## src/rtl/mdu_iter.sv

```systemverilog
// Iterative RV32M multiply/divide unit: radix-2 shift-add multiply, restoring divide,
// one bit per cycle, with single-cycle fast path for divide-by-zero and signed overflow.
module mdu_iter #(
    parameter int unsigned XLEN = 32,
    parameter int unsigned ITER = 32
) (
    input  logic            clk,
    input  logic            rst_n,
    input  logic            start_i,
    input  logic [2:0]      funct3_i,
    input  logic [XLEN-1:0] op_a_i,
    input  logic [XLEN-1:0] op_b_i,
    input  logic [4:0]      rd_i,
    input  logic            flush_i,
    output logic            busy_o,
    output logic            done_o,
    output logic [XLEN-1:0] result_o,
    output logic [4:0]      rd_o
);

    localparam int unsigned CNT_W = 6;
    localparam int unsigned RD_W  = 5;
    localparam logic [XLEN-1:0] INT_MIN = {1'b1, {(XLEN-1){1'b0}}};

    localparam logic [2:0] F3_MUL    = 3'b000;
    localparam logic [2:0] F3_MULH   = 3'b001;
    localparam logic [2:0] F3_MULHSU = 3'b010;
    localparam logic [2:0] F3_MULHU  = 3'b011;
    localparam logic [2:0] F3_DIV    = 3'b100;
    localparam logic [2:0] F3_DIVU   = 3'b101;
    localparam logic [2:0] F3_REM    = 3'b110;

    typedef enum logic [1:0] {
        IDLE = 2'd0,
        CALC = 2'd1,
        FIX  = 2'd2,
        DONE = 2'd3
    } state_t;

    state_t            state_q, state_d;
    logic [CNT_W-1:0]  cnt_q, cnt_d;
    logic [2:0]        f3_q, f3_d;
    logic [RD_W-1:0]   rd_q, rd_d;
    logic              neg_q, neg_d;
    logic [XLEN-1:0]   hi_q, hi_d;
    logic [XLEN-1:0]   lo_q, lo_d;
    logic [XLEN-1:0]   opb_q, opb_d;
    logic [XLEN-1:0]   result_d;
    logic [RD_W-1:0]   rd_out_d;
    logic              done_d;

    // Operand decode for the instruction presented in IDLE
    logic              a_neg, b_neg, div_zero, div_ovf;
    logic [XLEN-1:0]   mag_a, mag_b;

    assign a_neg = ((funct3_i == F3_MULH) || (funct3_i == F3_MULHSU) ||
                    (funct3_i == F3_DIV)  || (funct3_i == F3_REM)) && op_a_i[XLEN-1];
    assign b_neg = ((funct3_i == F3_MULH) || (funct3_i == F3_DIV) ||
                    (funct3_i == F3_REM)) && op_b_i[XLEN-1];
    assign mag_a    = a_neg ? -op_a_i : op_a_i;
    assign mag_b    = b_neg ? -op_b_i : op_b_i;
    assign div_zero = funct3_i[2] && (op_b_i == '0);
    assign div_ovf  = funct3_i[2] && !funct3_i[0] && (op_a_i == INT_MIN) && (op_b_i == '1);

    // One iteration step: hi holds product-high / partial remainder, lo holds multiplier / quotient
    logic [XLEN:0]     mul_sum, rem_sh, rem_diff;
    logic [2*XLEN-1:0] prod, prod_s;
    logic [XLEN-1:0]   quo_s, rem_s, fix_res;

    assign mul_sum  = {1'b0, hi_q} + (lo_q[0] ? {1'b0, opb_q} : {(XLEN+1){1'b0}});
    assign rem_sh   = {hi_q, lo_q[XLEN-1]};
    assign rem_diff = rem_sh - {1'b0, opb_q};
    assign prod     = {hi_q, lo_q};
    assign prod_s   = neg_q ? -prod : prod;
    assign quo_s    = neg_q ? -lo_q : lo_q;
    assign rem_s    = neg_q ? -hi_q : hi_q;

    always_comb begin
        fix_res = rem_s;
        case (f3_q)
            F3_MUL:                        fix_res = prod_s[XLEN-1:0];
            F3_MULH, F3_MULHSU, F3_MULHU:  fix_res = prod_s[2*XLEN-1:XLEN];
            F3_DIV, F3_DIVU:               fix_res = quo_s;
            default:                       fix_res = rem_s;
        endcase
    end

    assign busy_o = !flush_i && (((state_q == IDLE) && start_i) ||
                                 (state_q == CALC) || (state_q == FIX));

    // Next-state and datapath update
    always_comb begin
        state_d  = state_q;
        cnt_d    = cnt_q;
        f3_d     = f3_q;
        rd_d     = rd_q;
        neg_d    = neg_q;
        hi_d     = hi_q;
        lo_d     = lo_q;
        opb_d    = opb_q;
        result_d = result_o;
        rd_out_d = rd_o;
        done_d   = 1'b0;

        case (state_q)
            IDLE: begin
                if (start_i) begin
                    f3_d = funct3_i;
                    rd_d = rd_i;
                    if (div_zero) begin
                        result_d = funct3_i[1] ? op_a_i : '1;
                        rd_out_d = rd_i;
                        done_d   = 1'b1;
                        state_d  = DONE;
                    end else if (div_ovf) begin
                        result_d = funct3_i[1] ? '0 : INT_MIN;
                        rd_out_d = rd_i;
                        done_d   = 1'b1;
                        state_d  = DONE;
                    end else begin
                        cnt_d   = '0;
                        hi_d    = '0;
                        lo_d    = mag_a;
                        opb_d   = mag_b;
                        neg_d   = (funct3_i == F3_REM) ? a_neg : (a_neg ^ b_neg);
                        state_d = CALC;
                    end
                end
            end
            CALC: begin
                if (f3_q[2]) begin
                    hi_d = rem_diff[XLEN] ? rem_sh[XLEN-1:0] : rem_diff[XLEN-1:0];
                    lo_d = {lo_q[XLEN-2:0], !rem_diff[XLEN]};
                end else begin
                    hi_d = mul_sum[XLEN:1];
                    lo_d = {mul_sum[0], lo_q[XLEN-1:1]};
                end
                cnt_d = cnt_q + CNT_W'(1);
                if (cnt_q == CNT_W'(ITER - 1)) begin
                    state_d = FIX;
                end
            end
            FIX: begin
                result_d = fix_res;
                rd_out_d = rd_q;
                done_d   = 1'b1;
                state_d  = DONE;
            end
            default: begin
                state_d = IDLE;
            end
        endcase

        // A flush discards whatever is in flight and leaves the visible result intact
        if (flush_i) begin
            state_d  = IDLE;
            done_d   = 1'b0;
            result_d = result_o;
            rd_out_d = rd_o;
        end
    end

    always_ff @(posedge clk) begin
        if (!rst_n) begin
            state_q  <= IDLE;
            cnt_q    <= '0;
            f3_q     <= '0;
            rd_q     <= '0;
            neg_q    <= 1'b0;
            hi_q     <= '0;
            lo_q     <= '0;
            opb_q    <= '0;
            result_o <= '0;
            rd_o     <= '0;
            done_o   <= 1'b0;
        end else begin
            state_q  <= state_d;
            cnt_q    <= cnt_d;
            f3_q     <= f3_d;
            rd_q     <= rd_d;
            neg_q    <= neg_d;
            hi_q     <= hi_d;
            lo_q     <= lo_d;
            opb_q    <= opb_d;
            result_o <= result_d;
            rd_o     <= rd_out_d;
            done_o   <= done_d;
        end
    end

endmodule
```

## config.mk

```make
export PLATFORM = sky130hd
export DESIGN_NAME = mdu_iter
export DESIGN_NICKNAME = d
export VERILOG_FILES = /design/src/rtl/mdu_iter.sv
export SDC_FILE = /design/constraint.sdc
export NUM_CORES = 1
export LEC_CHECK = 0
export ABC_AREA = 1
export CORE_AREA = 8 8 178 180
export CTS_BUF_LIST = sky130_fd_sc_hd__clkbuf_8
export DETAILED_ROUTE_END_ITERATION = 7
export DIE_AREA = 0 0 186 188
export PLACE_DENSITY = 0.8
export SYNTH_ARGS = -nofsm -noshare
export SYNTH_HDL_FRONTEND = slang
export SYNTH_SLANG_ARGS = --single-unit
```

## constraint.sdc

```tcl
create_clock -name clk -period 3.5 [get_ports clk]
set_input_delay 1.05 -clock clk [delete_from_list [all_inputs] [get_ports clk]]
set_output_delay 1.05 -clock clk [all_outputs]
set_load 0.01 [all_outputs]
```

==> run metrics <==
post-route cell area 0.0195 mm2; wirelength, routed ~73,000 um; DR WL/cell between 20 and 25 um; CP arrival 3.60 ns; number of fill cells roughly 2,800; endpoints failing hold 0; total track usage 0.407; Multi-input gate area 0.0120 mm2; Post-synth EDFFs 0; CTS tree done; Worst Tran Pin Value slightly above 1 ns; I/O Buffers 114; endpoint class of the critical path flip-flop; Die ar. ~0.035 mm2; Synth cell types a little under 50; clk_lat worst skew roughly 0.5 ns; syn_nets about 3,300; VDD IR max between 0.0003 and 0.0004 V; final RePlAce weighted congestion roughly 1.1; initial DRC count ~3,600; sequential share of the synthesized area 0.177; Die H 188 um; cell area after synthesis 0.0171 mm2; Final Critical Period 3.26 ns; RSZ-0062 raised after global routing no; DRT antenna net count 0; CP max stage cell clkdlybuf4s50_1; CTS Buf Count 17; Post-Synth Simple-Gate Area 0.412; clk sinks between 150 and 200; status finished, violations left; violated checks DRC; drt drc 3; CP Max Fanout 43; asr flop ratio synth 0; area delta synth->final 14.2%; complex-gate fraction of the synthesized area 0.203; synthesis-stage register bit count ~150; most used cell, CP nor2_1; critical path cell sequence clkdlybuf4s50_1 -> inv_1 -> nand2_1 -> nor2_1 -> nand4_1 -> nor2_1 -> nand3_1 -> nand3_4 -> buf_4 -> inv_2 -> o21ai_0 -> a21oi_1; Ports between 100 and 150; max_slew headroom 0.327; remaining global-route overflow 0; area of placed instances 0.0190 mm2; Max Buffers Root-to-Sink 2; type of origin of the critical path input pin; largest net degree at the start of global routing 101; share of layout cells above drive strength 1 0.0594; Post-CTS Setup Inserts 0; DR vias ~23,000; Fin Setup TNS 0 ns; LEAKAGE 9.34 nW; FP Rows 63; Layout Skew 0.0308 ns; post-synthesis adder-cell area fraction 0.0567; DR vias/cell a little over 6; post-synthesis xor/xnor area fraction 0.0293; fin crit share 0.932; most frequent cells in the layout nand2_1, inv_1, nor2_1; worst stage delay on the critical path between 0.4 and 0.5 ns; # Max-Cap Violations 0; initial core utilization 0.588; Min Hold Slack slightly below 0.5 ns; Worst EP required 3.84 ns; CTS root buf clkbuf_8; Final Net Count between 3,000 and 4,000; syn avg cell area 5.49 um2; Die Width 186 um; final setup vio count 0; Clock transition at path regs around 0.090 ns; drt pass-1 iters 8; DP HPWL roughly 58,000 um; H-tree levels 4; antenna violations before repair 5; Main synth FF type dfxtp_1; Cells after Synth 3,105; commonest non-fill, non-tap cell in the layout nand2_1; Slew Limit Fails 0; Hold Crit Class flip-flop to flip-flop; largest family of logic cells by synthesized area simple AND/OR/NAND/NOR gates; Synth Warn # 0; vias in the first global route 20,173; FF/Latch Area ~0.0030 mm2; Crit Path Class input pin to flip-flop; Core Area 0.0290 mm2; post-synthesis mux area share 0; PwrDens 320 mW/mm2; Peak Freq between 300 and 400 MHz; global-route wire length before repair 112,000 um
final cells by class:
| class | count | area share |
|---|---|---|
| Multi-Input combinational cell | 2445 | 0.614 |
| Sequential cell | 151 | 0.155 |
| Timing Repair Buffer | 230 | 0.108 |
| Inverter | 390 | 0.0753 |
| Tap cell | 390 | 0.0251 |
| Clock buffer | 20 | 0.0141 |
| Clock inverter | 12 | 0.00829 |
| Antenna cell | 1 | 0.000129 |
sequential cells by signal, indices dropped and copies added, names as in the netlist:
name and flops:
result_o 32, opb_q 32, neg_q 1, hi_q 32, cnt_q 6, f3_q 3
rd_q 5, done_o 1, state_q 2, lo_q 32, rd_o 5
path summary, 6_finish.rpt:
kind / from / end / slack [ns] / depth (start not counted)
min reg2reg: rd_q[1] / rd_o[1] / 0.49 / 2
min: rd_q[1] / rd_o[1] / 0.49 / 2
max reg2reg: hi_q[1] / result_o[24] / 0.39 / 12
max: op_a_i[26] / opb_q[23] / 0.24 / 12
cell usage after synthesis (2+ instances only):
| master | instances | area share |
|---|---|---|
| a21boi_0 | 3 | 0.0013 |
| a21o_1 | 6 | 0.0026 |
| a21oi_1 | 300 | 0.088 |
| a31oi_1 | 31 | 0.011 |
| and2_1 | 5 | 0.0018 |
| and3_1 | 2 | 0.00073 |
| buf_1 | 12 | 0.0026 |
| buf_2 | 16 | 0.0047 |
| buf_4 | 7 | 0.0031 |
| buf_6 | 15 | 0.0099 |
| clkbuf_1 | 69 | 0.015 |
| clkinv_1 | 4 | 0.00088 |
| clkinv_2 | 2 | 0.00059 |
| dfxtp_1 | 151 | 0.18 |
| fa_1 | 2 | 0.0023 |
| ha_1 | 74 | 0.054 |
| inv_1 | 381 | 0.084 |
| inv_2 | 3 | 0.00066 |
| nand2_1 | 835 | 0.18 |
| nand2_2 | 3 | 0.0011 |
| nand2_4 | 4 | 0.0026 |
| nand3_1 | 293 | 0.086 |
| nand3b_1 | 19 | 0.0084 |
| nand4_1 | 47 | 0.017 |
| nor2_1 | 371 | 0.082 |
| nor2_2 | 4 | 0.0015 |
| nor3_1 | 42 | 0.012 |
| nor3_2 | 3 | 0.0018 |
| nor4_1 | 9 | 0.0033 |
| o211ai_1 | 19 | 0.0084 |
| o21a_1 | 4 | 0.0018 |
| o21ai_0 | 242 | 0.071 |
| o21ai_1 | 23 | 0.0068 |
| o21ai_2 | 2 | 0.0010 |
| o21bai_1 | 11 | 0.0048 |
| o31ai_1 | 10 | 0.0044 |
| or2_2 | 14 | 0.0051 |
| xnor2_1 | 19 | 0.0098 |
| xor2_1 | 38 | 0.020 |
where the power goes:
group / total [mW] / internal [mW] / switching (mW)
combinational: 2.67 / 0.848 / 1.82
clock: 1.55 / 0.775 / 0.775
sequential: 2.01 / 1.84 / 0.164
total: 6.23 / 3.47 / 2.76
layer usage:
layer	wire (um)	global-route usage
met2	28200	0.560
met1	28700	0.561
met4	3720	0.177
met5	36	0
met3	12300	0.141
through the flow:
stage           util  instances  setup WS [ns]  total power [mW]
6_report       0.671       3639          0.237              6.23
2_1_floorplan      -       3105          0.870              3.64
5_1_grt        0.671       3638         0.0225              6.51
3_3_place_gp   0.656       3606        -0.0274              4.51
4_1_cts        0.671       3638        0.00936              6.08
3_5_place_dp   0.656       3606         -0.181              4.56
cell families (layout without fill, tap and decap cells):
logic type	Yosys count	in the layout
DFF	151	151
buffers and inverters	509	652
other	0	1
xor gates and xnor gates	57	57
adders and majority gates	76	76
AOI/OAI and AO/OA	654	654
and+or+nand+nor	1658	1658
repair_timing:
item,in CTS,in global routing
gates resized for setup,0,1
setup endpoints to repair,0,1
hold buffers,0,0
worst max-delay path, delay by kind of cell:
family / cells / cell delay (ns)
simple gates: 6 / 1.10
buf+inv: 4 / 1.07
compound gates: 2 / 0.37
Note: power is estimated with default switching activity, not from simulation.
